<file path="config.mk">
export PLATFORM = sky130hd
export DESIGN_NAME = pipelined_cla_adder
export DESIGN_NICKNAME = d
export VERILOG_FILES = /design/src/rtl/pipelined_cla_adder.sv
export SDC_FILE = /design/constraint.sdc
export NUM_CORES = 1
export LEC_CHECK = 0
export ABC_AREA = 0
export CAP_MARGIN = 20
export CORE_ASPECT_RATIO = 0.6
export CORE_UTILIZATION = 39
export DETAILED_ROUTE_END_ITERATION = 7
export DONT_BUFFER_PORTS = 1
export SETUP_SLACK_MARGIN = 0.05
export SYNTH_ARGS = -nofsm -noshare
export SYNTH_HDL_FRONTEND = slang
export SYNTH_SLANG_ARGS = --single-unit
</file>
<file path="constraint.sdc">
create_clock -name clk -period 3.7 [get_ports clk]
set_input_delay 0.74 -clock clk [delete_from_list [all_inputs] [get_ports clk]]
set_output_delay 0.74 -clock clk [all_outputs]
set_load 0.005 [all_outputs]
</file>
<file path="src/rtl/pipelined_cla_adder.sv">
// rtl/pipelined_cla_adder.sv - two-stage pipelined carry-lookahead adder/subtractor with valid/ready stream
`timescale 1ns/1ps
module pipelined_cla_adder #(
    parameter int WIDTH = 16
) (
    input  logic             clk,
    input  logic             rst_n,
    input  logic             in_valid,
    output logic             in_ready,
    input  logic [WIDTH-1:0] a,
    input  logic [WIDTH-1:0] b,
    input  logic             cin,
    input  logic             sub,
    output logic             out_valid,
    input  logic             out_ready,
    output logic [WIDTH-1:0] s,
    output logic             cout,
    output logic             ovf,
    output logic             pg,
    output logic             gg
);
    localparam int GROUPS = WIDTH / 4;
    localparam int LEVELS = $clog2(GROUPS);

    // Carries into bits 0..3 plus the group carry-out, flat two-level form.
    function automatic logic [4:0] cla4(input logic [3:0] p, input logic [3:0] g, input logic c);
        logic [4:0] r;
        r[0] = c;
        r[1] = g[0] | (p[0] & c);
        r[2] = g[1] | (p[1] & g[0]) | (p[1] & p[0] & c);
        r[3] = g[2] | (p[2] & g[1]) | (p[2] & p[1] & g[0]) | (p[2] & p[1] & p[0] & c);
        r[4] = g[3] | (p[3] & g[2]) | (p[3] & p[2] & g[1]) | (p[3] & p[2] & p[1] & g[0])
             | (p[3] & p[2] & p[1] & p[0] & c);
        return r;
    endfunction

    logic              v1, v2, en1, en2;
    logic [WIDTH-1:0]  p_d, g_d, p_q, g_q;
    logic [GROUPS-1:0] grp_p_d, grp_g_d, grp_p_q, grp_g_q;
    logic              c0_d, c0_q;

    assign en2       = !v2 | out_ready;
    assign en1       = !v1 | en2;
    assign in_ready  = en1;
    assign out_valid = v2;

    always_comb begin
        logic [WIDTH-1:0] bx;
        logic [4:0]       t;
        bx      = sub ? ~b : b;
        c0_d    = sub ? ~cin : cin;
        p_d     = a ^ bx;
        g_d     = a & bx;
        grp_p_d = '0;
        grp_g_d = '0;
        t       = '0;
        for (int k = 0; k < GROUPS; k++) begin
            t          = cla4(p_d[4*k +: 4], g_d[4*k +: 4], 1'b0);
            grp_g_d[k] = t[4];
            grp_p_d[k] = &p_d[4*k +: 4];
        end
    end

    always_ff @(posedge clk or negedge rst_n) begin
        if (!rst_n) begin
            v1      <= 1'b0;
            p_q     <= '0;
            g_q     <= '0;
            grp_p_q <= '0;
            grp_g_q <= '0;
            c0_q    <= 1'b0;
        end else if (en1) begin
            v1 <= in_valid;
            if (in_valid) begin
                p_q     <= p_d;
                g_q     <= g_d;
                grp_p_q <= grp_p_d;
                grp_g_q <= grp_g_d;
                c0_q    <= c0_d;
            end
        end
    end

    logic [GROUPS-1:0] pre_p, pre_g;
    logic [GROUPS:0]   grp_c;
    logic [WIDTH-1:0]  carry, sum_d;
    logic              cout_d, ovf_d;

    // Parallel-prefix over group (G,P) pairs: log2(GROUPS) levels, no ripple between groups.
    always_comb begin
        logic [4:0] cv;
        pre_p = grp_p_q;
        pre_g = grp_g_q;
        for (int l = 0; l < LEVELS; l++) begin
            for (int k = GROUPS - 1; k >= (1 << l); k--) begin
                pre_g[k] = pre_g[k] | (pre_p[k] & pre_g[k - (1 << l)]);
                pre_p[k] = pre_p[k] & pre_p[k - (1 << l)];
            end
        end
        grp_c    = '0;
        grp_c[0] = c0_q;
        for (int k = 0; k < GROUPS; k++)
            grp_c[k+1] = pre_g[k] | (pre_p[k] & c0_q);
        carry = '0;
        cv    = '0;
        for (int k = 0; k < GROUPS; k++) begin
            cv               = cla4(p_q[4*k +: 4], g_q[4*k +: 4], grp_c[k]);
            carry[4*k +: 4]  = cv[3:0];
        end
        sum_d  = p_q ^ carry;
        cout_d = grp_c[GROUPS];
        ovf_d  = carry[WIDTH-1] ^ grp_c[GROUPS];
    end

    always_ff @(posedge clk or negedge rst_n) begin
        if (!rst_n) begin
            v2   <= 1'b0;
            s    <= '0;
            cout <= 1'b0;
            ovf  <= 1'b0;
            pg   <= 1'b0;
            gg   <= 1'b0;
        end else if (en2) begin
            v2 <= v1;
            if (v1) begin
                s    <= sum_d;
                cout <= cout_d;
                ovf  <= ovf_d;
                pg   <= pre_p[GROUPS-1];
                gg   <= pre_g[GROUPS-1];
            end
        end
    end
endmodule

</file>
* After elaboration in Yosys (flattened, before gate mapping)
Cells that the tools add are included.
** Word-level totals
- Memories :: 0
- Latch bits :: 0
- Flip-flop bits (word level) :: 62
- Input bits :: 38
- Memory bits (writable) :: 0
- Word-level logic and storage cells :: 145
- Output and inout port bits :: 22
- Memory bits (read-only) :: 0
** Operators by class
- Divide/modulo/power cells :: 0
- Add/sub/neg operators :: 0
- Reductions and logical operators :: 8
- $lt $le $gt $ge :: 0
- Multiply operators :: 0
- Shift operators :: 0
- Multiplexer cells :: 2
- Equal/unequal tests :: 0
- Bitwise gates (word level) :: 123
** Operators with widths (number)
- 1-bit AND :: 70
- 1-bit bitwise OR :: 47
- 16-bit XOR :: 2
- 16-bit AND :: 1
- 16-bit two-way mux :: 1
- 16-bit NOT :: 1
- 4-bit AND reduction :: 4
- 2-bit AND reduction :: 2
- 1-bit logical NOT :: 2
- 1-bit two-way mux :: 1
- 1-bit NOT :: 1
- 1-bit XOR :: 1

* Longest topological paths before layout
- Depth in word-level cells :: 7
- Mapped depth :: 8
- Gate-level depth less buffers :: 7

* Worst setup path before layout
No wires, ideal clock.
- Path type :: input port to flip-flop
- Start point :: in sub
- End point :: reg grp_g_q[0]
- Path buffers :: 2
- Setup slack :: 1.452 ns
- Data required time :: 3.572 ns
- Stages on the path :: 8
- Data arrival time :: 2.121 ns
- Setup time :: 0.128 ns
- Cell sequence :: buf_2 -> buf_2 -> xor2_1 -> ha_1 -> a21o_1 -> a21o_1 -> a21oi_1 -> o21ai_0
** Between the ends
- Elaborated cells on any way between the ends :: 11
- Classes of those cells :: mux (1); bitwise (10)
** RTL lines
- from (decl) :: line 13 : input logic sub,
- 16-bit two-way mux :: line 50 : bx = sub ? ~b : b;
- 16-bit XOR :: line 52 : p_d = a ^ bx;
- named net p_d[1] :: line 38 : logic [WIDTH-1:0] p_d, g_d, p_q, g_q;
- 1-bit AND
- 1-bit AND :: line 32 : r[4] = g[3] | (p[3] & g[2]) | (p[3] & p[2] & g[1]) | (p[3] & p[2] & p[1] & g[0])
- 1-bit bitwise OR :: line 32
- to (signal assigned) :: line 78 : grp_g_q <= grp_g_d;
- to (decl) :: line 39 : logic [GROUPS-1:0] grp_p_d, grp_g_d, grp_p_q, grp_g_q;
The timed path passes the listed nets, and every way through them passes these cells.
A chain may end at the register's enable or synchronous reset.

* Final worst setup path
- Start point :: in out_ready
- End point :: reg p_q[12]
** Between the ends
- Word-level cells in the longest chain between the ends :: 3
** Ends and longest elaborated chain
- from (decl) :: line 15 : input logic out_ready,
- 1-bit bitwise OR :: line 42 : assign en2 = !v2 | out_ready;
- 1-bit bitwise OR :: line 43 : assign en1 = !v1 | en2;
- 2-bit AND reduction (no source line)
- to (signal assigned) :: line 75 : p_q <= p_d;
- to (decl) :: line 38
Every way passes these cells.

==> impl_metrics.tcl <==
set metrics [dict create \
    required_ps 3900 \
    cp-end-kind "flip-flop" \
    grt_pass1_vias 1867 \
    busiest_layer "met1" \
    numPortBuffers 0 \
    start_kind "input port" \
    p_switching_mw 0.608 \
    clock-sinks 59 \
    synthCells 263 \
    synth-seq-area-share_pct 49.1 \
    period_share_pct 52.0 \
    p_per_area_mw_per_mm2 647 \
    synth_edf_count 0 \
    clk_pin_slew_ps 50 \
    status "complete, no violations" \
    synth-main-ff-cell "dfrtp_1" \
    period_minus_slack_ps 1920 \
    path_class "input port to flip-flop" \
    pwr-share-seq_pct 44.3 \
    ys_warn_count 0 \
    swShare_pct 27.6 \
    htreeDepth 3 \
    fmax_mhz 520 \
    ys_ff_latch 59 \
    grt_start_max_net_pins 60 \
    hpwl_um 4150 \
    syn_nets 321 \
    pwr-share-clk_pct 37.2 \
    grt_pass1_wl_um 9560 \
    ctsLongestPathBuffers 2 \
    p_leak_nw 1.57 \
    globalplace.congestion 0.718 \
    drtIter0Drc 76 \
    cts_made_buffers 9 \
    synth_top_area_share_pct 49.1 \
    die_x_um 115 \
    ff2ff_path_depth 3 \
    die_h_um 70.0 \
    post_drt_via_cell_ratio 5.03 \
    final_hold_viol_count 0 \
    p_int_mw 1.59 \
    wl_per_cell_um 14.9 \
    antennaDiodeCount 0 \
    cts-root-buf "clkbuf_16" \
    final_cell_mix "dfrtp_1, mux2_2, nand2_1" \
    setup_viol 0 \
    slew-limit-headroom_pct 38.2 \
    p_comb_share_pct 18.5 \
    cts_hold_buf 0 \
    syn_to_final_growth_pct 13.1 \
    drive_above_1_share_pct 20.7 \
    drv_cap 0 \
    track_usage_pct 15.7 \
    grt_use_met3_pct 6.42 \
    worst_pin_slew_ps 924 \
    core_area_mm2 0.00736 \
    initial_core_util_pct 40.9 \
    avgSynthCellArea_um2 11.4 \
    final_nets 325 \
    utilization_pct 46.2 \
    post-place-cells 360 \
    num_io_pins 60 \
    drc 0 \
    yosys-top-cells-area "dfrtp_1, mux2_2, ha_1" \
    first_pass_iters 4 \
    synth_cell_types 32 \
    cts_tree "yes" \
    fin_setup_tns_ps 0 \
    fin_skew_ps 7.80 \
    crit_arrival_ps 2130 \
    dieArea_mm2 0.00808 \
    rsz0062_at_grt "false" \
    layout.cells.non_filler 375 \
    cts_setup_buffers 0 \
    overflow 0 \
    ant_nets 0 \
    cts_resized 0 \
    clk_latency_ps 320 \
    row_count 24 \
    maxSlewViolCount 0 \
    use_met1_pct 22.5 \
    antenna_found_initial 0 \
    grtUsageMet2_pct 21.3 \
    hold_path_class "input port to async pin" \
    wl_um 5580 \
    mostFrequentLayoutCell "dfrtp_1" \
    holdWs_ps 115 \
    path_max_fanout 46 \
    yosysTopAreaCell "dfrtp_1" \
    vdd_drop_max_mv 0.251 \
    syn_area_mm2 0.00301 \
    async_reset_ff_share_pct 100 \
    num_vias 1885 \
]
synthesized netlist by cell type, types with 2 or more instances:
master	instances
clkbuf_1	3
xnor2_1	4
inv_1	3
nand2b_1	4
nor2_1	7
buf_4	2
dfrtp_1	59
nand4_1	5
buf_2	4
o21ai_0	26
ha_1	20
a21oi_1	12
a21o_1	11
mux2_2	33
xor2_1	26
nand2_1	28
cell type report:
cell class                 instances  area, µm²
clock inverter                     2       35.0
multi-input combinational        191       1470
inverter                           4       15.0
tap                              104        130
sequential                        59       1480
fill                             687       3960
clock buffer                      13        260
timing repair buffer               2       15.0
cells by family (layout without fill, tap and decap cells):
family	after synthesis	in the layout	share of synthesized area, %
multiplexers	33	33	12.4
adder cells (fa/ha/maj)	20	20	8.32
XOR/XNOR	30	30	8.74
flip-flops	59	59	49.1
AO/OA/AOI/OAI	60	60	12.3
AND/OR/NAND/NOR	48	48	7.20
buffers and inverters	13	21	2.04
final timing paths:
| path | endpoint | start | slack [ps] |
|---|---|---|---|
| worst max-delay path | p_q[12] | out_ready | 1780 |
| worst min-delay path | out_valid | rst_n | 120 |
| worst max register to register | p_q[12] | out_valid | 1870 |
| worst min register to register | out_valid | v1 | 480 |
| max in group asynchronous | g_q[8] | rst_n | 3450 |
| min in group clk | out_valid | v1 | 480 |
power by group through the flow:
stage          combinational (mW)  sequential (mW)  clock [mW]
2_1_floorplan               0.351            0.937           0
3_5_place_dp                0.416            0.989           0
5_1_grt                     0.477             1.00       0.867
4_1_cts                     0.417            0.979       0.838
3_3_place_gp                0.406            0.982           0
6_report                    0.408            0.975       0.817
through the flow:
stage	worst slack, ps	cell area [µm²]	power [mW]
floorplan	1450	3010	1.29
detailed placement	1440	3110	1.41
finish	1780	3400	2.20
global placement	1460	3110	1.39
global route	1640	3400	2.35
CTS	1770	3400	2.23
worst max-delay path: stages:
cell	delay, ps
nand3b_1	220
nand2_2	730
mux2_2	420
state kept, by name, summed over array words and instances, names as in the netlist:
signal	cells
c0_q	1
cout	1
g_q	12
gg	1
grp_g_q	4
grp_p_q	4
out_valid	1
ovf	1
p_q	16
pg	1
s	16
v1	1
metal layers:
layer	routed length [µm]	vias up
li1	-	935
met1	2840	888
met2	2260	55
met3	406	7
met4	71	0
met5	0	-
Power figures use the tool's default switching activity.
